File: src/rtl/cpu_types_pkg.sv
// Shared CPU-side types: retire-trace record layout, HALT opcode and the
// output-slot state encoding used by the trace arbiter.
package cpu_types_pkg;

    typedef logic [31:0] word_t;
    typedef logic [5:0]  regbits_t;

    localparam logic [5:0] HALT_OPCODE = 6'h3F;

    typedef struct packed {
        word_t      pc;
        word_t      instr;
        word_t      next_pc;
        word_t      reg_dat;
        word_t      dat_addr;
        word_t      store_dat;
        regbits_t   wsel;
        logic [1:0] cpuid;
    } trace_rec_t;

    typedef enum logic {
        SlotEmpty,
        SlotFull
    } slot_state_e;

    function automatic logic is_halt(input word_t instr, input logic [5:0] op);
        return instr[31:26] == op;
    endfunction

endpackage

File: src/rtl/trace_fifo.sv
// Per-core retire-record FIFO: circular buffer with one extra pointer bit so
// full and empty are told apart by the pointer MSBs.
module trace_fifo
    import cpu_types_pkg::*;
#(
    parameter int unsigned DEPTH = 4
) (
    input  logic       clk_i,
    input  logic       rst_i,
    input  logic       push_i,
    input  trace_rec_t wdata_i,
    input  logic       pop_i,
    output trace_rec_t rdata_o,
    output logic       full_o,
    output logic       empty_o
);

    localparam int unsigned AW = $clog2(DEPTH);

    logic [AW:0] wptr_q, wptr_d;
    logic [AW:0] rptr_q, rptr_d;
    trace_rec_t  mem_q [DEPTH];
    trace_rec_t  mem_d [DEPTH];

    logic full, empty, do_push, do_pop;

    assign full    = (wptr_q[AW] != rptr_q[AW]) && (wptr_q[AW-1:0] == rptr_q[AW-1:0]);
    assign empty   = (wptr_q == rptr_q);
    assign do_push = push_i && !full;
    assign do_pop  = pop_i && !empty;

    always_comb begin
        wptr_d = wptr_q;
        rptr_d = rptr_q;
        mem_d  = mem_q;
        if (do_push) begin
            wptr_d = wptr_q + 1'b1;
            mem_d[wptr_q[AW-1:0]] = wdata_i;
        end
        if (do_pop) begin
            rptr_d = rptr_q + 1'b1;
        end
    end

    always_ff @(posedge clk_i or posedge rst_i) begin
        if (rst_i) begin
            wptr_q <= '0;
            rptr_q <= '0;
        end else begin
            wptr_q <= wptr_d;
            rptr_q <= rptr_d;
        end
    end

    // Storage needs no reset: the pointers alone decide what is valid.
    always_ff @(posedge clk_i) begin
        mem_q <= mem_d;
    end

    assign rdata_o = mem_q[rptr_q[AW-1:0]];
    assign full_o  = full;
    assign empty_o = empty;

endmodule

File: src/rtl/trace_arbiter.sv
// Round-robin merge of per-core retire-trace FIFOs into one registered output
// slot, with per-core retire counters, sticky HALT flags and a done flag.
module trace_arbiter
    import cpu_types_pkg::*;
#(
    parameter int unsigned NCORES  = 2,
    parameter int unsigned DEPTH   = 4,
    parameter logic [5:0]  HALT_OP = HALT_OPCODE
) (
    input  logic                     CLK,
    input  logic                     RST,
    input  logic [NCORES-1:0]        ret_valid,
    input  trace_rec_t [NCORES-1:0]  ret_rec,
    output logic [NCORES-1:0]        ret_ready,
    output logic                     out_valid,
    output trace_rec_t               out_rec,
    input  logic                     out_ready,
    output logic [NCORES-1:0]        halted,
    output logic [NCORES-1:0][31:0]  retire_cnt,
    output logic                     trace_done
);

    localparam int unsigned GW = (NCORES > 1) ? $clog2(NCORES) : 1;

    logic [NCORES-1:0] fifo_full, fifo_empty, fifo_pop;
    trace_rec_t        fifo_rdata [NCORES];

    for (genvar g = 0; g < NCORES; g++) begin : gen_fifo
        trace_fifo #(
            .DEPTH (DEPTH)
        ) u_fifo (
            .clk_i   (CLK),
            .rst_i   (RST),
            .push_i  (ret_valid[g]),
            .wdata_i (ret_rec[g]),
            .pop_i   (fifo_pop[g]),
            .rdata_o (fifo_rdata[g]),
            .full_o  (fifo_full[g]),
            .empty_o (fifo_empty[g])
        );
    end

    slot_state_e             state_q, state_d;
    trace_rec_t              out_rec_q, out_rec_d;
    logic [GW-1:0]           last_grant_q, last_grant_d;
    logic [NCORES-1:0]       halted_q, halted_d;
    logic [NCORES-1:0][31:0] retire_cnt_q, retire_cnt_d;
    logic                    trace_done_q, trace_done_d;

    logic          load, found, fire;
    logic [GW-1:0] grant;
    int unsigned   idx;

    assign load = (state_q == SlotEmpty) || out_ready;
    assign fire = (state_q == SlotFull) && out_ready;

    // Search starts one past the last winner, so every core waits at most NCORES-1 grants.
    always_comb begin
        found = 1'b0;
        grant = last_grant_q;
        idx   = 0;
        for (int k = 1; k <= int'(NCORES); k++) begin
            idx = (32'(last_grant_q) + 32'(k)) % NCORES;
            if (!found && !fifo_empty[idx[GW-1:0]]) begin
                found = 1'b1;
                grant = idx[GW-1:0];
            end
        end
    end

    always_comb begin
        fifo_pop = '0;
        for (int i = 0; i < int'(NCORES); i++) begin
            fifo_pop[i] = load && found && (grant == GW'(i));
        end
    end

    always_comb begin
        state_d = state_q;
        unique case (state_q)
            SlotEmpty: if (found) state_d = SlotFull;
            SlotFull:  if (out_ready && !found) state_d = SlotEmpty;
            default:   state_d = SlotEmpty;
        endcase
    end

    always_comb begin
        out_rec_d    = out_rec_q;
        last_grant_d = last_grant_q;
        if (load && found) begin
            out_rec_d       = fifo_rdata[grant];
            out_rec_d.cpuid = 2'(grant);
            last_grant_d    = grant;
        end
    end

    always_comb begin
        halted_d     = halted_q;
        retire_cnt_d = retire_cnt_q;
        for (int i = 0; i < int'(NCORES); i++) begin
            if (fire && (out_rec_q.cpuid == 2'(i))) begin
                retire_cnt_d[i] = retire_cnt_q[i] + 32'd1;
                if (is_halt(out_rec_q.instr, HALT_OP)) begin
                    halted_d[i] = 1'b1;
                end
            end
        end
        trace_done_d = trace_done_q
                     || ((&halted_q) && (&fifo_empty) && (state_q == SlotEmpty));
    end

    always_ff @(posedge CLK or posedge RST) begin
        if (RST) begin
            state_q      <= SlotEmpty;
            out_rec_q    <= '0;
            last_grant_q <= GW'(NCORES - 1);
            halted_q     <= '0;
            retire_cnt_q <= '0;
            trace_done_q <= 1'b0;
        end else begin
            state_q      <= state_d;
            out_rec_q    <= out_rec_d;
            last_grant_q <= last_grant_d;
            halted_q     <= halted_d;
            retire_cnt_q <= retire_cnt_d;
            trace_done_q <= trace_done_d;
        end
    end

    always_comb begin
        ret_ready  = ~fifo_full;
        out_valid  = (state_q == SlotFull);
        out_rec    = out_rec_q;
        halted     = halted_q;
        retire_cnt = retire_cnt_q;
        trace_done = trace_done_q;
    end

endmodule

File: config.mk
export PLATFORM = sky130hd
export DESIGN_NAME = trace_arbiter
export DESIGN_NICKNAME = d
export VERILOG_FILES = /design/src/rtl/cpu_types_pkg.sv /design/src/rtl/trace_fifo.sv /design/src/rtl/trace_arbiter.sv
export SDC_FILE = /design/constraint.sdc
export NUM_CORES = 2
export LEC_CHECK = 0
export CORE_MARGIN = 2
export CORE_UTILIZATION = 51
export CTS_CLUSTER_SIZE = 30
export DETAILED_ROUTE_END_ITERATION = 7
export PLACE_DENSITY = 0.75
export REMOVE_ABC_BUFFERS = 1
export SYNTH_ARGS = -nofsm -noshare
export SYNTH_HDL_FRONTEND = slang
export SYNTH_SLANG_ARGS = --single-unit
File: constraint.sdc
create_clock -name CLK -period 9.9 [get_ports CLK]
set_input_delay 1.98 -clock CLK [delete_from_list [all_inputs] [get_ports CLK]]
set_output_delay 1.98 -clock CLK [all_outputs]
set_load 0.01 [all_outputs]
======== Word-level counts from Yosys, hierarchy flattened ========
Cells that the tools add are included.
cells by class
  multiplexer cells ....................... 26
  order comparisons ....................... 9
  $add $sub $neg .......................... 8
  bitwise logic cells ..................... 8
  reductions and logical operators ........ 31
  equality and inequality tests ........... 7
operator list
  cell                                                         count
  two-way mux 200 bit                                          9
  bitwise mux 800 bit                                          2
  binary-select mux 200 bit (select 2 bit)                     2
  demux 200 bit (select 2 bit)                                 2
  adder 32 x 1 -> 32 bit (second input constant)               2
  logical AND 1 bit                                            18
  adder 3 x 1 -> 3 bit (second input constant)                 4
  greater-or-equal comparator 3 bit (second input constant)    4
  NOT 2 -> 3 bit                                               4
  two-way mux 1 bit                                            10
  AND reduction 2 bit                                          4
  equality test 3 bit                                          2
  equality test 6 bit (second input constant)                  1
  logical NOT 1 bit                                            6
  less-than comparator 3 x 1 -> 1 bit (second input constant)  2
  equality test 2 bit                                          2
  less-than comparator 1 x 2 -> 1 bit (second input constant)  2
  adder 1 bit (second input constant)                          2
  greater-or-equal comparator 2 bit (second input constant)    1
  logical NOT 2 bit                                            1
  logical OR 1 bit                                             2
  != test 1 bit                                                2
  NOT 1 bit                                                    2
  NOT 1 -> 2 bit                                               1
  other kinds (2)                                              2
word-level totals
  word-level logic and storage cells ...... 172
  register bits ........................... 1,880
  bits of input ports ..................... 405
  output and inout bits ................... 270

======== Longest topological paths before layout ========
  depth after elaboration ................. 10
  mapped depth ............................ 8
  mapped depth without buffers ............ 5

======== Hierarchy ========
From an unflattened synthesis, not the netlist that was laid out.
unflattened totals
  cells, all modules ...................... 3,130
  area, all modules ....................... 69,781.9 um2
modules (own cells, without submodules)
  module         cells each  sequential area each (um2)  times used  area each (um2)
  trace_fifo     1,096       24,173.2                    2           29,360.7
  trace_arbiter  938         6,707.7                     1           11,060.6

======== Worst setup path before layout ========
OpenSTA, ideal clock, no wires.
  kind .................................... in2reg
  start point ............................. input ret_valid[0]
  end point ............................... register gen_fifo[0].u_fifo.mem_q[100] in the netlist's numbering, enable pin
  cell stages on the path ................. 2
  slack ................................... 2.532 ns
  required time ........................... 9.315 ns
  setup time .............................. 0.585 ns
  buffers on the path ..................... 0
  arrival ................................. 6.784 ns
  path through ............................ o31a_1 > and2_1
on the way
  word-level cells in the longest chain between the ends .. 1
RTL lines
  item                  line                 text
  from (decl)           trace_arbiter.sv:12  input logic [NCORES-1:0] ret_valid,
  logical AND 1 bit     trace_fifo.sv:29     assign do_push = push_i && !full;
  to (signal assigned)  trace_fifo.sv:57     mem_q <= mem_d;
  to (decl)             trace_fifo.sv:22     trace_rec_t mem_q [DEPTH];
Every way passes these cells.
A chain may end at the register's enable or synchronous reset.

======== Worst setup path in the final report ========
  start point ............................. register gen_fifo[0].u_fifo.rptr_q[1]
  end point ............................... output ret_ready[0]
on the way
  word-level cells in the longest chain between the ends .. 3
RTL lines
  item                    line                  text
  from (decl)             trace_fifo.sv:21      logic [AW:0] rptr_q, rptr_d;
  from (signal assigned)  trace_fifo.sv:51      rptr_q <= rptr_d;
  equality test 2 bit     trace_fifo.sv:27      assign full = (wptr_q[AW] != rptr_q[AW]) && (wptr_q[AW-1:0] == rptr_q[AW-1:0]);
  logical AND 1 bit       trace_fifo.sv:27
  NOT 2 bit               trace_arbiter.sv:131  ret_ready = ~fifo_full;
  to (decl)               trace_arbiter.sv:14   output logic [NCORES-1:0] ret_ready,
Every way passes these cells.

==> run_results.csv <==
group,metric,value,unit
run_status,outcome,"complete, no violations",
yosys,ys_seq_area_share,78.62,%
setup_path,rr_worst_depth,5,
finish,fin_cells,5817,
detailed_routing,met1_length,64830,um
cts,cts_tree,"yes",
yosys,synth_top_area_share,68.52,%
timing,whs,0.4786,ns
cts,cts_max_level,4,
yosys,synth-seq-cells,1864,
finish,nets,4248,
yosys,synth_common_cells,"edfxtp_1 (1584), mux4_2 (396), dfrtp_1 (279)",
yosys,synth_edf_count,1584,
yosys,synth_area_per_cell,22.36,um^2
timing,max_freq,199.0,MHz
power,p_leak,28.87,nW
cts,post_cts_buffers,0,
yosys,synth.distinct_cells,43,
finish,layout-drive-gt1-share,18.86,%
floorplanning,core_area,0.1353,mm^2
detailed_routing,drc,0,
setup_path,worstPathMaxFanout,60,
floorplanning,start_util,51.31,%
run,drv_cap,0,
cts,post_cts_resized,0,
timing,finalHoldViolCount,0,
detailed_routing,num_vias,35280,
timing,period_needed,5.024,ns
placement,io_buffers,669,
setup_path,critPathKind,"flip-flop to primary output",
yosys,yosys_warnings,0,
timing,grt_setup_unrepaired,"no",
yosys,synthArstFlopShare,15.02,%
detailed_routing,routed.top_layer,"met5",
timing,setup_viol,0,
cts,cts_buffers,183,
floorplanning,rows,135,
timing,min_period_over_period,50.75,%
timing,finClkSkew,0.02485,ns
detailed_routing,wl_met2,82450,um
setup_path,end_kind,"primary output",
yosys,ys_top_cells_by_area,"edfxtp_1 (69%), mux4_2 (13%), dfrtp_1 (10%)",
floorplanning,ios,675,
detailed_routing,wl_per_cell,28.85,um
placement,place.gp.congestion,0.8404,
finish,syn_to_final_growth,21.52,%
cts,worstSkewPairLatency,0.80,ns
detailed_routing,postRouteAntennaNets,0,
setup_path,r2r_start,"gen_fifo[0].u_fifo.rptr_q[1]",
cts,clk_pin_slew,0.06,ns
power,power_density,309.5,mW/mm^2
yosys,synthFlopType,"edfxtp_1",
global_route,grt.overflow.total,0,
detailed_routing,drt-initial-drc-count,3091,
worst_hold_path,hp-start,"retire_cnt[63]",
yosys,synth_cells,3105,
timing,max-slew-margin-rel,14.92,%
placement,dp_hpwl,95910,um
worst_hold_path,hold_end,"retire_cnt[63]",
timing,drv_slew,0,
yosys,synth_top_cell_by_area,"edfxtp_1",
global_route,grt_pass1_wl,247000,um
setup_path,crit_required,7.92,ns
yosys,netlist_area,0.06942,mm^2
detailed_routing,first_pass_iters,7,
setup_path,cp.arrival,3.04,ns
global_route,grt_pass1_vias,36348,
cts,cts_hold_buf,0,
floorplanning,die_h,372.9,um
detailed_routing,wl,167800,um
global_route,grt.total_usage,24.19,%
setup_path,r2r_slack,5.67,ns
floorplanning,dieArea,0.1391,mm^2
timing,tightestPinTransition,1.276,ns
worst_hold_path,hold_class,"flip-flop to flip-flop",
setup_path,start_kind,"flip-flop",
detailed_routing,wl_met3,15430,um
power,finalPower,26.11,mW
power,ir_worst_vdd,0.0002830,V
detailed_routing,viasPerCell,6.065,
floorplanning,die_w,372.9,um
cts,clk_path_buf_depth,3,
cts,ctsRootBufferMaster,"clkbuf_16",
cts,cts.sinks,1864,
worst_hold_path,hold_path_depth,1,
setup_path,reg2reg_to,"gen_fifo[0].u_fifo.mem_q[136]",
global_route,grt_max_degree,110,
yosys,synth.most_common_cell,"edfxtp_1",
global_route,antenna_found_initial,82,
placement,place_inst,5427,
[cell type report]
cell class	count	area, um^2
Sequential cell	1864	54590
Clock inverter	77	815.8
Tap cell	1781	2228
Antenna cell	48	120.1
Fill cell	9042	50940
Timing Repair Buffer	723	7214
Inverter	9	41.29
Multi-Input combinational cell	1050	14070
Clock buffer	265	5275
[placed cells by master (no fill, tap or decap), drive strengths merged, types with 2 or more instances in the layout]
cell type,count
diode,48
and3,211
clkinvlp,5
a221o,198
xor2,20
clkdlybuf4s50,669
inv,13
nand4,28
edfxtp,1584
a31oi,2
and2,14
o31ai,2
or4,2
mux2,2
bufinv,14
nand3,29
ha,12
xnor2,62
a21o,2
nor2,7
nor4,7
clkbuf,265
mux4,396
clkinv,54
o31a,2
nor3,6
buf,54
a21boi,2
and4,9
o21ai,3
nand2,27
dfrtp,279
[report_power, final]
group	total [mW]	switching, mW	internal (mW)
Sequential	11.5	0.821	10.7
Clock	6.97	2.89	4.07
Combinational	7.64	4.06	3.58
Total	26.1	7.78	18.3
[layer usage]
layer,vias up,track usage [%]
met5,-,0
met4,70,9.365
met3,310,7.544
met2,1526,37.84
met1,18688,31.99
li1,14686,-
[critical path, cell delays in order (launching register included)]
cell and delay (ns):
dfrtp_4 1.12, xnor2_1 0.31, nand3_1 0.18, clkdlybuf4s50_1 0.61
[worst max path at each step]
stage / slack [ns] / to / cells past startpoint / startpoint
after global placement: 4.51 / out_rec[145] / 7 / out_ready
after global routing: 4.75 / ret_ready[0] / 3 / gen_fifo[0].u_fifo.rptr_q[1]
after CTS: 4.78 / ret_ready[0] / 3 / gen_fifo[0].u_fifo.rptr_q[1]
after floorplan: -5.66 / out_rec[0] / 4 / gen_fifo[1].u_fifo.rptr_q[0]
final: 4.88 / ret_ready[0] / 3 / gen_fifo[0].u_fifo.rptr_q[1]
after detailed placement: 4.47 / out_rec[91] / 7 / out_ready
[logic make-up after synthesis]
| kind of cell | count (synthesis) | share of synthesized area (%) |
|---|---|---|
| flip-flops | 1864 | 78.62 |
| multiplexers | 398 | 12.88 |
| AND/OR/NAND/NOR | 345 | 3.026 |
| AO/OA/AOI/OAI | 212 | 2.999 |
| buffers and inverters | 191 | 1.211 |
| XOR/XNOR | 82 | 1.045 |
| adder cells (fa/ha/maj) | 12 | 0.2163 |
| other | 1 | 0.005402 |
[through the flow]
stage | setup WS (ns) | setup TNS [ns] | instance area [um^2] | util [%]
after detailed placement | 4.468 | 0 | 78140 | 57.76
after global routing | 4.752 | 0 | 84330 | 62.33
after CTS | 4.779 | 0 | 84230 | 62.26
after global placement | 4.506 | 0 | 78140 | 57.76
final | 4.876 | 0 | 84350 | 62.35
after floorplan | -5.655 | -5908.62 | 68610 | -
[sequential cells by signal, indices dropped and copies added (netlist names)]
| register | flops |
|---|---|
| last_grant_q | 1 |
| gen_fifo.u_fifo.mem_q | 1584 |
| trace_done | 1 |
| gen_fifo.u_fifo.rptr_q | 6 |
| out_valid | 1 |
| retire_cnt | 64 |
| halted | 2 |
| out_rec | 199 |
| gen_fifo.u_fifo.wptr_q | 6 |
No activity file was read; power rests on OpenSTA's default activity.
